==> src/rtl/uart_packet_arbiter_if.sv <==
`default_nettype none
// ============================================================================
// Interface : uart_packet_arbiter_if
// Purpose   : Requester byte streams and framed packetizer output of the
//             UART packet arbiter.
// Revision  : 1.0 - initial release
// ============================================================================
interface uart_packet_arbiter_if #(
    parameter int NUM_SRC = 4,
    parameter int ID_W    = $clog2(NUM_SRC)
);
    logic [NUM_SRC-1:0]   req_valid;
    logic [8*NUM_SRC-1:0] req_data;
    logic [NUM_SRC-1:0]   req_last;
    logic [NUM_SRC-1:0]   req_ready;
    logic [7:0]           pkt_data;
    logic                 pkt_valid;
    logic                 pkt_ready;
    logic [ID_W-1:0]      grant_id;
    logic                 busy;
    logic                 frame_done;
    logic                 truncated;

    modport master (
        input  req_valid, req_data, req_last, pkt_ready,
        output req_ready, pkt_data, pkt_valid, grant_id, busy, frame_done, truncated
    );

    modport slave (
        output req_valid, req_data, req_last, pkt_ready,
        input  req_ready, pkt_data, pkt_valid, grant_id, busy, frame_done, truncated
    );
endinterface
`default_nettype wire

==> src/rtl/uart_packet_arbiter.sv <==
`default_nettype none
// ============================================================================
// Module   : uart_packet_arbiter
// Purpose  : Round-robin sharing of the packetizer among NUM_SRC byte streams,
//            framing each grant as SYNC / ID / payload / XOR checksum.
// Revision : 1.0 - initial release
// ============================================================================
module uart_packet_arbiter #(
    parameter int         NUM_SRC   = 4,
    parameter int         MAX_LEN   = 16,
    parameter logic [7:0] SYNC_BYTE = 8'hA5,
    parameter int         ID_W      = $clog2(NUM_SRC)
) (
    input  logic                  clk,
    input  logic                  rst,
    uart_packet_arbiter_if.master bus
);
    localparam int               c_cnt_w   = $clog2(MAX_LEN + 1);
    localparam logic [ID_W:0]    c_num_src = (ID_W+1)'(NUM_SRC);
    localparam logic [ID_W-1:0]  c_rr_init = ID_W'(NUM_SRC - 1);
    localparam logic [c_cnt_w-1:0] c_last_cnt = c_cnt_w'(MAX_LEN - 1);

    typedef enum logic [1:0] {
        S_IDLE    = 2'd0,
        S_HDR     = 2'd1,
        S_PAYLOAD = 2'd2,
        S_CSUM    = 2'd3
    } state_t;

    state_t               r_state;
    logic [7:0]           r_pkt_data;
    logic                 r_pkt_valid;
    logic [ID_W-1:0]      r_grant_id;
    logic [ID_W-1:0]      r_rr_ptr;
    logic [7:0]           r_checksum;
    logic [c_cnt_w-1:0]   r_count;
    logic                 r_frame_done;
    logic                 r_truncated;

    state_t               w_state_nxt;
    logic                 w_slot_free;
    logic                 w_load;
    logic [7:0]           w_load_data;
    logic [ID_W-1:0]      w_grant_nxt;
    logic [ID_W-1:0]      w_rr_nxt;
    logic [7:0]           w_ck_nxt;
    logic [c_cnt_w-1:0]   w_cnt_nxt;
    logic                 w_fd_nxt;
    logic                 w_tr_nxt;
    logic [NUM_SRC-1:0]   w_req_ready;
    logic                 w_any;
    logic [ID_W-1:0]      w_winner;
    logic [ID_W:0]        w_sum;
    logic [7:0]           w_src_byte;
    logic                 w_src_valid;
    logic                 w_src_last;

    assign w_slot_free = !r_pkt_valid || bus.pkt_ready;
    assign w_src_byte  = bus.req_data[{r_grant_id, 3'b000} +: 8];
    assign w_src_valid = bus.req_valid[r_grant_id];
    assign w_src_last  = bus.req_last[r_grant_id];

    // Scan from the farthest offset down so the nearest requester after rr_ptr wins.
    always_comb begin
        w_any    = 1'b0;
        w_winner = '0;
        w_sum    = '0;
        for (int i = NUM_SRC; i >= 1; i--) begin
            w_sum = {1'b0, r_rr_ptr} + (ID_W+1)'(i);
            if (w_sum >= c_num_src) begin
                w_sum = w_sum - c_num_src;
            end
            if (bus.req_valid[w_sum[ID_W-1:0]]) begin
                w_any    = 1'b1;
                w_winner = w_sum[ID_W-1:0];
            end
        end
    end

    always_comb begin
        w_state_nxt = r_state;
        w_load      = 1'b0;
        w_load_data = 8'h00;
        w_grant_nxt = r_grant_id;
        w_rr_nxt    = r_rr_ptr;
        w_ck_nxt    = r_checksum;
        w_cnt_nxt   = r_count;
        w_fd_nxt    = 1'b0;
        w_tr_nxt    = 1'b0;
        w_req_ready = '0;
        case (r_state)
            S_IDLE: begin
                if (w_slot_free && w_any) begin
                    w_grant_nxt = w_winner;
                    w_load      = 1'b1;
                    w_load_data = SYNC_BYTE;
                    w_state_nxt = S_HDR;
                end
            end
            S_HDR: begin
                if (w_slot_free) begin
                    w_load      = 1'b1;
                    w_load_data = {{(8-ID_W){1'b0}}, r_grant_id};
                    w_ck_nxt    = {{(8-ID_W){1'b0}}, r_grant_id};
                    w_cnt_nxt   = '0;
                    w_state_nxt = S_PAYLOAD;
                end
            end
            S_PAYLOAD: begin
                w_req_ready[r_grant_id] = w_slot_free;
                if (w_src_valid && w_slot_free) begin
                    w_load      = 1'b1;
                    w_load_data = w_src_byte;
                    w_ck_nxt    = r_checksum ^ w_src_byte;
                    w_cnt_nxt   = r_count + 1'b1;
                    if (w_src_last) begin
                        w_state_nxt = S_CSUM;
                    end else if (r_count == c_last_cnt) begin
                        w_state_nxt = S_CSUM;
                        w_tr_nxt    = 1'b1;
                    end
                end
            end
            S_CSUM: begin
                if (w_slot_free) begin
                    w_load      = 1'b1;
                    w_load_data = r_checksum;
                    w_rr_nxt    = r_grant_id;
                    w_fd_nxt    = 1'b1;
                    w_state_nxt = S_IDLE;
                end
            end
            default: w_state_nxt = S_IDLE;
        endcase
    end

    always_ff @(posedge clk or posedge rst) begin
        if (rst) begin
            r_state      <= S_IDLE;
            r_pkt_data   <= 8'h00;
            r_pkt_valid  <= 1'b0;
            r_grant_id   <= '0;
            r_rr_ptr     <= c_rr_init;
            r_checksum   <= 8'h00;
            r_count      <= '0;
            r_frame_done <= 1'b0;
            r_truncated  <= 1'b0;
        end else begin
            r_state      <= w_state_nxt;
            r_grant_id   <= w_grant_nxt;
            r_rr_ptr     <= w_rr_nxt;
            r_checksum   <= w_ck_nxt;
            r_count      <= w_cnt_nxt;
            r_frame_done <= w_fd_nxt;
            r_truncated  <= w_tr_nxt;
            // pkt_data is left untouched when the slot drains so a stalled byte stays stable.
            if (w_load) begin
                r_pkt_data  <= w_load_data;
                r_pkt_valid <= 1'b1;
            end else if (w_slot_free) begin
                r_pkt_valid <= 1'b0;
            end
        end
    end

    assign bus.req_ready  = w_req_ready;
    assign bus.pkt_data   = r_pkt_data;
    assign bus.pkt_valid  = r_pkt_valid;
    assign bus.grant_id   = r_grant_id;
    assign bus.busy       = (r_state != S_IDLE) || r_pkt_valid;
    assign bus.frame_done = r_frame_done;
    assign bus.truncated  = r_truncated;
endmodule
`default_nettype wire

==> src/flat_wrapper.sv <==
// flat-port wrapper written by rule: the top's interface ports become plain ports
module uart_packet_arbiter_flat 
#(
    parameter int         NUM_SRC   = 4,
    parameter int         MAX_LEN   = 16,
    parameter logic [7:0] SYNC_BYTE = 8'hA5,
    parameter int         ID_W      = $clog2(NUM_SRC)
)
  (clk, rst, bus_req_valid, bus_req_data, bus_req_last, bus_pkt_ready, bus_req_ready, bus_pkt_data, bus_pkt_valid, bus_grant_id, bus_busy, bus_frame_done, bus_truncated);
  uart_packet_arbiter_if #(.NUM_SRC(NUM_SRC), .ID_W(ID_W)) bus_i ();
  input  logic clk;
  input  logic rst;
  input wire logic [$bits(bus_i.req_valid)-1:0] bus_req_valid;
  input wire logic [$bits(bus_i.req_data)-1:0] bus_req_data;
  input wire logic [$bits(bus_i.req_last)-1:0] bus_req_last;
  input wire logic [$bits(bus_i.pkt_ready)-1:0] bus_pkt_ready;
  output wire logic [$bits(bus_i.req_ready)-1:0] bus_req_ready;
  output wire logic [$bits(bus_i.pkt_data)-1:0] bus_pkt_data;
  output wire logic [$bits(bus_i.pkt_valid)-1:0] bus_pkt_valid;
  output wire logic [$bits(bus_i.grant_id)-1:0] bus_grant_id;
  output wire logic [$bits(bus_i.busy)-1:0] bus_busy;
  output wire logic [$bits(bus_i.frame_done)-1:0] bus_frame_done;
  output wire logic [$bits(bus_i.truncated)-1:0] bus_truncated;
  assign bus_i.req_valid = bus_req_valid;
  assign bus_i.req_data = bus_req_data;
  assign bus_i.req_last = bus_req_last;
  assign bus_i.pkt_ready = bus_pkt_ready;
  assign bus_req_ready = bus_i.req_ready;
  assign bus_pkt_data = bus_i.pkt_data;
  assign bus_pkt_valid = bus_i.pkt_valid;
  assign bus_grant_id = bus_i.grant_id;
  assign bus_busy = bus_i.busy;
  assign bus_frame_done = bus_i.frame_done;
  assign bus_truncated = bus_i.truncated;
  uart_packet_arbiter #(.NUM_SRC(NUM_SRC), .MAX_LEN(MAX_LEN), .SYNC_BYTE(SYNC_BYTE), .ID_W(ID_W)) u_core (.clk(clk), .rst(rst), .bus(bus_i));
endmodule
==> config.mk <==
export PLATFORM = sky130hd
export DESIGN_NAME = uart_packet_arbiter_flat
export DESIGN_NICKNAME = d
export VERILOG_FILES = /design/src/rtl/uart_packet_arbiter_if.sv /design/src/rtl/uart_packet_arbiter.sv /design/src/flat_wrapper.sv
export SDC_FILE = /design/constraint.sdc
export NUM_CORES = 1
export LEC_CHECK = 0
export ABC_AREA = 1
export BUFFER_PORTS_ARGS = -buffer_cell sky130_fd_sc_hd__buf_2
export CAP_MARGIN = 25
export CORE_UTILIZATION = 53
export CTS_CLUSTER_SIZE = 25
export DETAILED_ROUTE_END_ITERATION = 8
export GPL_ROUTABILITY_DRIVEN = 1
export PLACE_DENSITY_LB_ADDON = 0.2
export SKIP_LAST_GASP = 1
export SYNTH_ARGS = -nofsm -noshare
export SYNTH_HDL_FRONTEND = slang
export SYNTH_SLANG_ARGS = --single-unit
==> constraint.sdc <==
create_clock -name clk -period 2.4 [get_ports clk]
set_clock_uncertainty 0.15 [all_clocks]
set_input_delay 0.12 -clock clk [delete_from_list [all_inputs] [get_ports clk]]
set_output_delay 0.12 -clock clk [all_outputs]
set_load 0.05 [all_outputs]
==> flow_summary.json <==
{
  "drtIter0Drc": 87,
  "die_w_um": 66.5,
  "fill_cells": 369,
  "finalWirelength_mm": 5.15,
  "stdcell_count": 461,
  "p_per_area_nw_per_um2": 1300,
  "critPathMaxFanout": 7,
  "ff2ff_path_depth": 9,
  "period_share_pct": 90.7,
  "drc_errors": 2,
  "vias": 2263,
  "crit_end": "bus_req_ready[2]",
  "multi_input_area_um2": 1160,
  "cts-root-buf": "clkbuf_8",
  "grt_antenna_before_repair": 0,
  "cp_cell_sequence": "inv_1, ha_1, inv_2, nor2_4, inv_1, nor2_1, buf_2",
  "synth_cell_types": 27,
  "violations": "design-rule violations",
  "rsz0062_at_grt": "no",
  "path_delay_family": "buffers and inverters",
  "crit_slowest_cell": "dfrtp_1",
  "fp-row-count": 23,
  "hold_buffers": 2,
  "n_antenna_cell": 0,
  "reg2reg_slack_ns": 0.36,
  "hpwl_mm": 4.05,
  "dieArea_um2": 4420,
  "wl_per_cell_um": 11.2,
  "fmax_ghz": 0.459,
  "drive_above_1_share_pct": 21.9,
  "p_leak_nw": 1.58,
  "areaGrowthSynthToFinish_pct": 19.7,
  "max-slew-margin-rel_pct": 66.6,
  "grt_pass1_vias": 2012,
  "gp_congestion": 0.901,
  "numCtsBuffers": 5,
  "r2r_end": "u_core.r_checksum[1]",
  "period_minus_slack_ns": 2.18,
  "port_buffers": 60,
  "outcome": "complete, but fails checks",
  "seq_power_share_pct": 26.0,
  "synth-seq-area-share_pct": 34.1,
  "finalHoldViolations": 0,
  "p_comb_share_pct": 62.0,
  "p_int_mw": 1.58,
  "post_cts_resized": 0,
  "p_switching_mw": 1.86,
  "cpPeakStageDelay_ns": 0.41,
  "cts.sinks": 30,
  "final_cell_mix": "115 x nand2_1, 61 x inv_1, 60 x buf_2",
  "start_util_pct": 55.1,
  "crit_top_cell": "inv_1",
  "clk_latency_ns": 0.28,
  "switching_share_pct": 54.0,
  "worst-path-buf-inv": 4,
  "critPathKind": "reg2out",
  "ys_warn_count": 0,
  "cts.clk_slew.worst_paths_ns": 0.06,
  "viasPerCell": 4.91,
  "timing.rr.start": "u_core.bus.grant_id[1]",
  "worst_pin_slew_ns": 0.501,
  "coreArea_um2": 4000,
  "pin_count": 61,
  "firstDrtPassIters": 6,
  "dpl.cell_count": 451,
  "grt_pass1_wl_mm": 8.45,
  "grt_overflow": 0,
  "cp.depth": 7,
  "avgSynthCellArea_um2": 6.41,
  "clkPwrFrac_pct": 12.0,
  "synth-seq-cells": 30,
  "maxCapViolCount": 0,
  "peakVddDrop_mv": 0.592,
  "seq_area_um2": 753,
  "synth_area_um2": 2210,
  "final-setup-viol-count": 0,
  "clock_path_buffers": 2,
  "maxSlewViolCount": 0,
  "critical_path.startpoint": "u_core.r_state[0]",
  "synthCells": 344,
  "endpoint_kind": "output pin",
  "htreeDepth": 2,
  "arrival_ns": 1.91,
  "setup_tns_ns": 0,
  "syn_nets": 394,
  "die_y_um": 66.5,
  "nets": 460,
  "worstSetupStartpointType": "flip-flop",
  "layout_commonest_cell": "nand2_1",
  "grt_start_max_net_pins": 31,
  "hold_path.class": "in2reg",
  "crit_required_ns": 2.13,
  "post_cts_buffers": 0,
  "ant_nets": 0,
  "cts_tree": "done",
  "grt_usage_pct": 25.7
}
-- synth_stat cells --
| library cell | n | share of area, % |
|---|---|---|
| o21ai_0 | 15 | 3.4 |
| clkbuf_2 | 1 | 0.23 |
| o211ai_1 | 2 | 0.68 |
| a22oi_1 | 1 | 0.34 |
| a21oi_1 | 5 | 1.1 |
| ha_1 | 7 | 4.0 |
| o21a_1 | 1 | 0.34 |
| o22ai_1 | 7 | 2.0 |
| o21ai_2 | 2 | 0.79 |
| dfrtp_1 | 28 | 32 |
| nand4_1 | 1 | 0.28 |
| or2_2 | 1 | 0.28 |
| nor2_1 | 43 | 7.3 |
| buf_6 | 3 | 1.5 |
| nor2_2 | 3 | 0.85 |
| nand2_1 | 115 | 20 |
| inv_2 | 3 | 0.51 |
| nor2_4 | 2 | 1.0 |
| inv_1 | 61 | 10 |
| nand3_1 | 26 | 5.9 |
| o21ai_1 | 4 | 0.91 |
| dfstp_2 | 2 | 2.4 |
| a21oi_2 | 1 | 0.40 |
| nor3_1 | 1 | 0.23 |
| nand2_2 | 4 | 1.1 |
| nand2_4 | 4 | 2.0 |
| clkbuf_8 | 1 | 0.62 |
-- routing by layer --
layer / part of all wire [%] / vias to the layer above / global-route usage (%)
met5: 0 / - / 0
met4: 1.2 / 0 / 7.71
met3: 4.1 / 6 / 6.68
met2: 52 / 45 / 47.3
met1: 43 / 1022 / 28.7
li1: - / 1190 / -
-- how the worst min path moves through the flow --
stage,from,end,cells after the start
after global placement,rst,u_core.bus.frame_done,3
after CTS,bus_req_last[0],u_core.bus.truncated,4
final,bus_req_last[0],u_core.bus.truncated,4
after global routing,bus_req_last[0],u_core.bus.truncated,4
after floorplan,rst,u_core.bus.frame_done,1
after detailed placement,rst,u_core.bus.frame_done,3
-- cell families (layout without fill, tap and decap cells) --
kind of cell               after synthesis  after routing  share of synthesized area, %
DFF                                     30             30                          34.1
and+or+nand+nor                        200            200                          38.6
AOI/OAI and AO/OA                       38             38                          9.98
buffers and inverters                   69            136                          13.3
adders and majority gates                7              7                          3.97
-- worst reg2reg max path, cell delays in order, from the launching register on --
cell	delay [ns]
dfrtp_1	0.65
inv_1	0.24
nand2_1	0.26
nor2_1	0.06
nor2_1	0.14
nand2_1	0.11
nand2_1	0.07
nand3_1	0.06
o211ai_1	0.10
nand2_1	0.08
-- per-stage QoR --
step | area (µm²) | power, mW | utilization, % | hold slack (ns) | setup slack, ns
after detailed placement | 2530 | 3.04 | 63.3 | 0.0596 | 0.397
final | 2640 | 3.44 | 66.0 | 0.0159 | 0.222
after global routing | 2640 | 3.77 | 66.0 | 0.0390 | 0.0738
after CTS | 2640 | 3.47 | 66.0 | 0.00419 | 0.230
after global placement | 2530 | 3.00 | 63.3 | 0.0608 | 0.372
after floorplan | 2210 | 2.61 | - | 0.0593 | 0.387
-- registers in the layout, summed over array words and instances (netlist names) --
signal and count:
u_core.bus.grant_id 2, u_core.bus.pkt_data 8, u_core.bus.pkt_valid 1, u_core.r_count 5
u_core.r_state 2, u_core.r_checksum 8, u_core.r_rr_ptr 2, u_core.bus.truncated 1
u_core.bus.frame_done 1
-- area by class of cell --
type	instances	area share, %
clock buffer	8	3.41
inverter	64	9.10
multi-input combinational	245	43.9
sequential	30	28.5
tap	50	2.37
timing repair buffer	64	12.7
-- power groups by stage --
| stage | Clock (mW) | Sequential, mW | Combinational, mW |
|---|---|---|---|
| floorplan | 0 | 1.09 | 1.52 |
| global placement | 0 | 0.893 | 2.10 |
| detailed placement | 0 | 0.901 | 2.14 |
| CTS | 0.425 | 0.894 | 2.15 |
| global route | 0.449 | 0.923 | 2.40 |
| finish | 0.414 | 0.893 | 2.13 |
Note: power is estimated with default switching activity, not from simulation.
